<file path="src/rtl/serial_frame_sync.sv">
`default_nettype none
// ============================================================================
//  Module   : serial_frame_sync
//  Purpose  : Bit-level frame aligner for the 64-bit deserializer output.
//             Hunts for a 16-bit sync header at any of 64 bit offsets and
//             confirms it over VERIFY_N words. Once locked, it emits aligned
//             64-bit frames with a header-error flag, and drops back to
//             hunting after LOSS_N consecutive bad headers.
//  Options  : define SERIAL_FRAME_SYNC_STATS_EN to add the HERR_CNT and
//             LOSS_CNT statistics outputs.
//  Revision : 1.0  initial release
// ============================================================================
module serial_frame_sync #(
  parameter logic [15:0] SYNC_PAT = 16'hA5C3,
  parameter int unsigned VERIFY_N = 4,
  parameter int unsigned LOSS_N   = 3
) (
  input  logic        CLKS,
  input  logic        RSTS,
  input  logic [63:0] DIN,
  input  logic        DIN_VLD,
  input  logic        RESYNC,
  output logic [63:0] DOUT,
  output logic        DOUT_VLD,
  output logic        DOUT_HERR,
  output logic        LOCK,
  output logic [5:0]  OFFSET
`ifdef SERIAL_FRAME_SYNC_STATS_EN
  ,
  output logic [15:0] HERR_CNT,
  output logic [7:0]  LOSS_CNT
`endif
);

  // Counter limits narrowed to the 4-bit counter width (both limited to 1..15).
  localparam logic [3:0] VERIFY_LIM = VERIFY_N[3:0];
  localparam logic [3:0] LOSS_LIM   = LOSS_N[3:0];

  typedef enum logic [1:0] {
    ST_HUNT   = 2'd0,
    ST_VERIFY = 2'd1,
    ST_LOCKED = 2'd2
  } state_t;

  state_t        state;
  logic [63:0]   prev;
  logic [3:0]    vcnt;
  logic [3:0]    mcnt;

  logic [127:0]  cat;
  logic [63:0]   hit;
  logic          found;
  logic [5:0]    found_k;
  logic [63:0]   cand;
  logic          cur_match;
  logic          locked_strobe;

  // Two-word window: previous word followed by the current one.
  assign cat = {prev, DIN};

  // Header comparators for every candidate offset, evaluated in parallel.
  for (genvar k = 0; k < 64; k++) begin : g_hdr
    assign hit[k] = (cat[127-k -: 16] == SYNC_PAT);
  end

  assign found = |hit;

  // Lowest matching offset wins when several offsets carry the pattern.
  always_comb begin
    found_k = 6'd0;
    for (int k = 63; k >= 0; k--) begin
      if (hit[k]) begin
        found_k = 6'(k);
      end
    end
  end

  // Candidate frame at the current offset and its header check.
  assign cand          = cat[7'd127 - {1'b0, OFFSET} -: 64];
  assign cur_match     = (cand[63:48] == SYNC_PAT);
  assign locked_strobe = DIN_VLD && !RESYNC && (state == ST_LOCKED);

  // Alignment state machine with registered frame outputs.
  always_ff @(posedge CLKS) begin
    if (RSTS) begin
      state     <= ST_HUNT;
      prev      <= '0;
      vcnt      <= '0;
      mcnt      <= '0;
      DOUT      <= '0;
      DOUT_VLD  <= 1'b0;
      DOUT_HERR <= 1'b0;
      LOCK      <= 1'b0;
      OFFSET    <= '0;
    end else begin
      DOUT_VLD  <= 1'b0;
      DOUT_HERR <= 1'b0;

      // The window history advances on every strobe, even during RESYNC.
      if (DIN_VLD) begin
        prev <= DIN;
      end

      if (RESYNC) begin
        // Forced re-hunt; the offset is kept until a new find replaces it.
        state <= ST_HUNT;
        vcnt  <= '0;
        mcnt  <= '0;
        LOCK  <= 1'b0;
      end else if (DIN_VLD) begin
        case (state)
          ST_HUNT: begin
            if (found) begin
              OFFSET <= found_k;
              vcnt   <= 4'd1;
              if (VERIFY_LIM == 4'd1) begin
                state <= ST_LOCKED;
                LOCK  <= 1'b1;
                mcnt  <= '0;
              end else begin
                state <= ST_VERIFY;
              end
            end
          end

          ST_VERIFY: begin
            if (cur_match) begin
              vcnt <= vcnt + 4'd1;
              if (vcnt + 4'd1 == VERIFY_LIM) begin
                state <= ST_LOCKED;
                LOCK  <= 1'b1;
                mcnt  <= '0;
              end
            end else begin
              // The failing word is not searched again; hunting resumes next strobe.
              state <= ST_HUNT;
              vcnt  <= '0;
            end
          end

          ST_LOCKED: begin
            DOUT      <= cand;
            DOUT_VLD  <= 1'b1;
            DOUT_HERR <= !cur_match;
            if (cur_match) begin
              mcnt <= '0;
            end else if (mcnt + 4'd1 == LOSS_LIM) begin
              state <= ST_HUNT;
              LOCK  <= 1'b0;
              vcnt  <= '0;
              mcnt  <= '0;
            end else begin
              mcnt <= mcnt + 4'd1;
            end
          end

          default: begin
            state <= ST_HUNT;
            vcnt  <= '0;
            mcnt  <= '0;
            LOCK  <= 1'b0;
          end
        endcase
      end
    end
  end

`ifdef SERIAL_FRAME_SYNC_STATS_EN
  logic herr_evt;
  logic loss_evt;

  assign herr_evt = locked_strobe && !cur_match;
  assign loss_evt = herr_evt && (mcnt + 4'd1 == LOSS_LIM);

  // Saturating event counters; only reset clears them.
  always_ff @(posedge CLKS) begin
    if (RSTS) begin
      HERR_CNT <= '0;
      LOSS_CNT <= '0;
    end else begin
      if (herr_evt && (HERR_CNT != 16'hFFFF)) begin
        HERR_CNT <= HERR_CNT + 16'd1;
      end
      if (loss_evt && (LOSS_CNT != 8'hFF)) begin
        LOSS_CNT <= LOSS_CNT + 8'd1;
      end
    end
  end
`else
  // Keeps the locked-strobe term referenced when statistics are absent.
  logic unused_ok;
  assign unused_ok = locked_strobe;
`endif

endmodule
`default_nettype wire
</file>
<file path="config.mk">
export PLATFORM = sky130hd
export DESIGN_NAME = serial_frame_sync
export DESIGN_NICKNAME = d
export VERILOG_FILES = /design/src/rtl/serial_frame_sync.sv
export SDC_FILE = /design/constraint.sdc
export NUM_CORES = 1
export LEC_CHECK = 0
export ABC_AREA = 1
export BUFFER_PORTS_ARGS = -buffer_cell sky130_fd_sc_hd__buf_2
export CAP_MARGIN = 20
export CORE_ASPECT_RATIO = 1.75
export CORE_MARGIN = 4
export CORE_UTILIZATION = 30
export CTS_CLUSTER_SIZE = 12
export DETAILED_ROUTE_END_ITERATION = 16
export GPL_TIMING_DRIVEN = 0
export PLACE_DENSITY = 0.53
export SYNTH_ARGS = -nofsm -noshare
export SYNTH_HDL_FRONTEND = slang
export SYNTH_SLANG_ARGS = --single-unit
export TNS_END_PERCENT = 10
</file>
<file path="constraint.sdc">
create_clock -name CLKS -period 3.3 [get_ports CLKS]
set_clock_uncertainty 0.1 [all_clocks]
set_input_delay 0.495 -clock CLKS [delete_from_list [all_inputs] [get_ports CLKS]]
set_output_delay 0.495 -clock CLKS [all_outputs]
set_load 0.02 [all_outputs]
</file>
==> flow_metrics.env <==
export IMPL_ys_ff_latch=147
export IMPL_rows=111
export IMPL_period_needed_ns=4.405
export IMPL_final_common_cell="nand2_1"
export IMPL_synthTopCellsByArea="dfxtp_1 (19%), nand2_1 (15%), o21ai_0 (13%), mux2i_1 (11%), inv_1 (7.2%)"
export IMPL_violations="negative setup slack"
export IMPL_cp_max_fo=7
export IMPL_numPortBuffers=132
export IMPL_worst_path_buf_inv=2
export IMPL_hold_viol_final=0
export IMPL_cp_data_required_time_ns=3.60
export IMPL_crit_path_top_delay_cell="nor4_4"
export IMPL_clkTransAtPathRegs_ns=0.07
export IMPL_ctsHoldBuffers=0
export IMPL_ff2ff_path_depth=23
export IMPL_p_leak_nw=8.684
export IMPL_core_area_sq_um=52360
export IMPL_initial_core_util_pct=30.31
export IMPL_grt_pass1_wl_mm=133.6
export IMPL_ir_drop_mv=0.3491
export IMPL_layout_drive_gt1_share_pct=14.77
export IMPL_grt_antenna_before_repair=0
export IMPL_min_to="prev[8]"
export IMPL_min_path_cells=3
export IMPL_die_x_microns=181.9
export IMPL_grt_overflow_total=0
export IMPL_htreeDepth=4
export IMPL_relSlewSlack_pct=17.90
export IMPL_rsz0062_at_grt="true"
export IMPL_grt_max_degree=17
export IMPL_fmax_mhz=227.0
export IMPL_r2r_slack_ns=-1.11
export IMPL_die_h_microns=312.3
export IMPL_drc=0
export IMPL_die_area_sq_um=56790
export IMPL_finalMaxSlewViolations=0
export IMPL_yosys_area_top_type="dfxtp_1"
export IMPL_crit_start="prev[1]"
export IMPL_place_gp_congestion=1.092
export IMPL_utilization_pct=35.56
export IMPL_setup_viol=52
export IMPL_vias_per_cell=5.618
export IMPL_syn_to_final_growth_pct=17.31
export IMPL_hold_class="input pin to flop"
export IMPL_finalPower_mw=5.230
export IMPL_syn_inst=2723
export IMPL_outcome="finished, violations left"
export IMPL_slowest_delay_ns=0.36
export IMPL_numCtsBuffers=17
export IMPL_synth_top_cell_area_share_pct=18.54
export IMPL_fin_tns_setup_ns=-18.10
export IMPL_cp_top_family="compound AO/OA/AOI/OAI gates"
export IMPL_r2r_end="OFFSET[1]"
export IMPL_dpl_cell_area_sq_um=17430
export IMPL_clock_sinks=147
export IMPL_drt_pass1_iterations=8
export IMPL_worstPathArrival_ns=4.70
export IMPL_synth_cell_types=57
export IMPL_nNetsFinal=2950
export IMPL_yosysSeqAreaShare_pct=18.54
export IMPL_drtIter0Drc=1758
export IMPL_worstMarginPinSlew_ns=1.231
export IMPL_totalWireLength_mm=94.39
export IMPL_design_area_sq_um=18620
export IMPL_syn_num_nets=2795
export IMPL_root_buffer="clkbuf_16"
export IMPL_path_class="flop to flop"
export IMPL_cts_buffer_depth=2
export IMPL_worstHoldStart="DIN[8]"
export IMPL_clk_latency_ns=0.48
export IMPL_drt_wirelength_per_cell_microns=26.44
export IMPL_powerDensity_nw_per_um2=280.9
export IMPL_ant_nets=0
export IMPL_path_cells="buf_12 > buf_4 > nor4_4 > nand2_1 > nor3_2 > a41oi_1 > nand4_1 > a31oi_1 > o21ai_1 > nand2_1 > a21oi_2 > o21ai_2 > a21oi_2 > o21ai_0 > a21oi_1 > o21ai_0 > a31oi_1 > nor2_1 > nor2_1 > nor3_1 > o31ai_1 > nand4_1 > a21oi_1"
export IMPL_cts_tree="yes"
export IMPL_r2r_start="prev[1]"
export IMPL_netlist_area_sq_um=15870
export IMPL_track_usage_pct=31.82
export IMPL_fill_cells=5997
export IMPL_layout_common_cells="nand2_1 (610), o21ai_0 (334), inv_1 (302)"
export IMPL_yosys_warnings=0
export IMPL_ios=141
export IMPL_worstSetupStartpointType="flop"
export IMPL_drv_cap=0
export IMPL_synth_avg_cell_area_sq_um=5.828
export IMPL_grt_pass1_vias=20050
export IMPL_dpl_hpwl_mm=79.01
export IMPL_finalCritPeriodShare_pct=133.5
export IMPL_end_kind="flop"
export IMPL_vias=20060
export IMPL_setup_ws_ns=-1.105
[synth_stat cells (all sizes together)]
cell and number:
a2111oi 1, a211oi 5, a21oi 134, a221o 4
a221oi 7, a31oi 17, a32oi 1, a41oi 4
and3 12, buf 71, clkbuf 134, clkinv 7
dfxtp 147, dlygate4sd1 1, ha 4, inv 323
mux2i 182, nand2 626, nand3 172, nand3b 3
nand4 63, nor2 205, nor3 53, nor4 61
nor4b 1, o2111ai 1, o211ai 30, o21ai 404
o221a 1, o221ai 24, o22ai 3, o311a 1
o311ai 4, o31ai 1, or2 11, or3b 1
xnor2 1, xor2 3
[registers in the layout (all words and copies together) (netlist names)]
signal,cells
prev,64
vcnt,4
DOUT_HERR,1
OFFSET,6
state,2
mcnt,4
DOUT_VLD,1
DOUT,64
LOCK,1
[where the power goes]
part	leakage [nW]	internal (mW)	switching, mW	total (mW)
sequential	1.21	1.83	0.105	1.94
clock	0.289	1.10	0.951	2.05
combinational	7.19	0.321	0.919	1.24
[how the worst max path moves through the flow]
stage / end / slack, ns / cells past startpoint
floorplan: OFFSET[0] / -0.23 / 58
global placement: LOCK / -1.91 / 19
detailed placement: mcnt[0] / -1.84 / 19
CTS: OFFSET[0] / -1.00 / 59
global route: OFFSET[0] / -1.50 / 59
finish: OFFSET[1] / -1.11 / 23
[per-stage QoR]
stage                     cells  setup slack [ns]  hold slack [ns]
final                      3570            -1.105           0.2052
after global routing       3569            -1.504           0.2034
after CTS                  3568            -1.002           0.1735
after detailed placement   3533            -1.845           0.3592
after global placement     3533            -1.913           0.3557
after floorplan            2723           -0.2299           0.3548
[final cells by class]
class	instances	area (sq um)	area share, %
multi-input cells	2040	11130	59.80
flip-flops and latches	147	2972	15.96
inverters	330	1264	6.788
plain buffers	190	997.2	5.356
well taps	678	848.3	4.556
repair buffers	152	808.3	4.341
clock buffers	19	452.9	2.433
clock inverters	13	138.9	0.7460
diodes	1	2.502	0.01344
[kinds of logic after synthesis]
logic type	Yosys count	share of synthesized area (%)
and+or+nand+nor	1208	33.53
AOI/OAI and AO/OA	642	22.19
buffers and inverters	536	13.73
muxes	182	11.48
DFF	147	18.54
xor gates and xnor gates	4	0.2208
adders and majority gates	4	0.3154
[routing by layer]
layer	vias to the layer above	part of all wire (%)	track usage [%]
li1	9513	-	-
met1	9316	35	32.08
met2	887	50	57.46
met3	341	5.1	4.215
met4	0	10	26.20
met5	-	0	0
[worst register-to-register path, cell delays in order, from the launching register on]
cell	delay, ns
dfxtp_2	0.33
buf_12	0.14
buf_4	0.15
nor4_4	0.36
nand2_1	0.11
nor3_2	0.15
a41oi_1	0.11
nand4_1	0.24
a31oi_1	0.12
o21ai_1	0.16
nand2_1	0.11
a21oi_2	0.16
o21ai_2	0.13
a21oi_2	0.19
o21ai_0	0.11
a21oi_1	0.21
o21ai_0	0.11
a31oi_1	0.17
nor2_1	0.07
nor2_1	0.14
nor3_1	0.06
o31ai_1	0.30
nand4_1	0.35
a21oi_1	0.24
[repair_timing]
item / CTS / global route
gates resized for setup: 200 / 42
endpoints found under the setup margin: 75 / 66
buffers inserted: 18 / 1
pin swaps: 22 / 9
gates cloned: 0 / 1
Note: power is estimated with default switching activity, not from simulation.
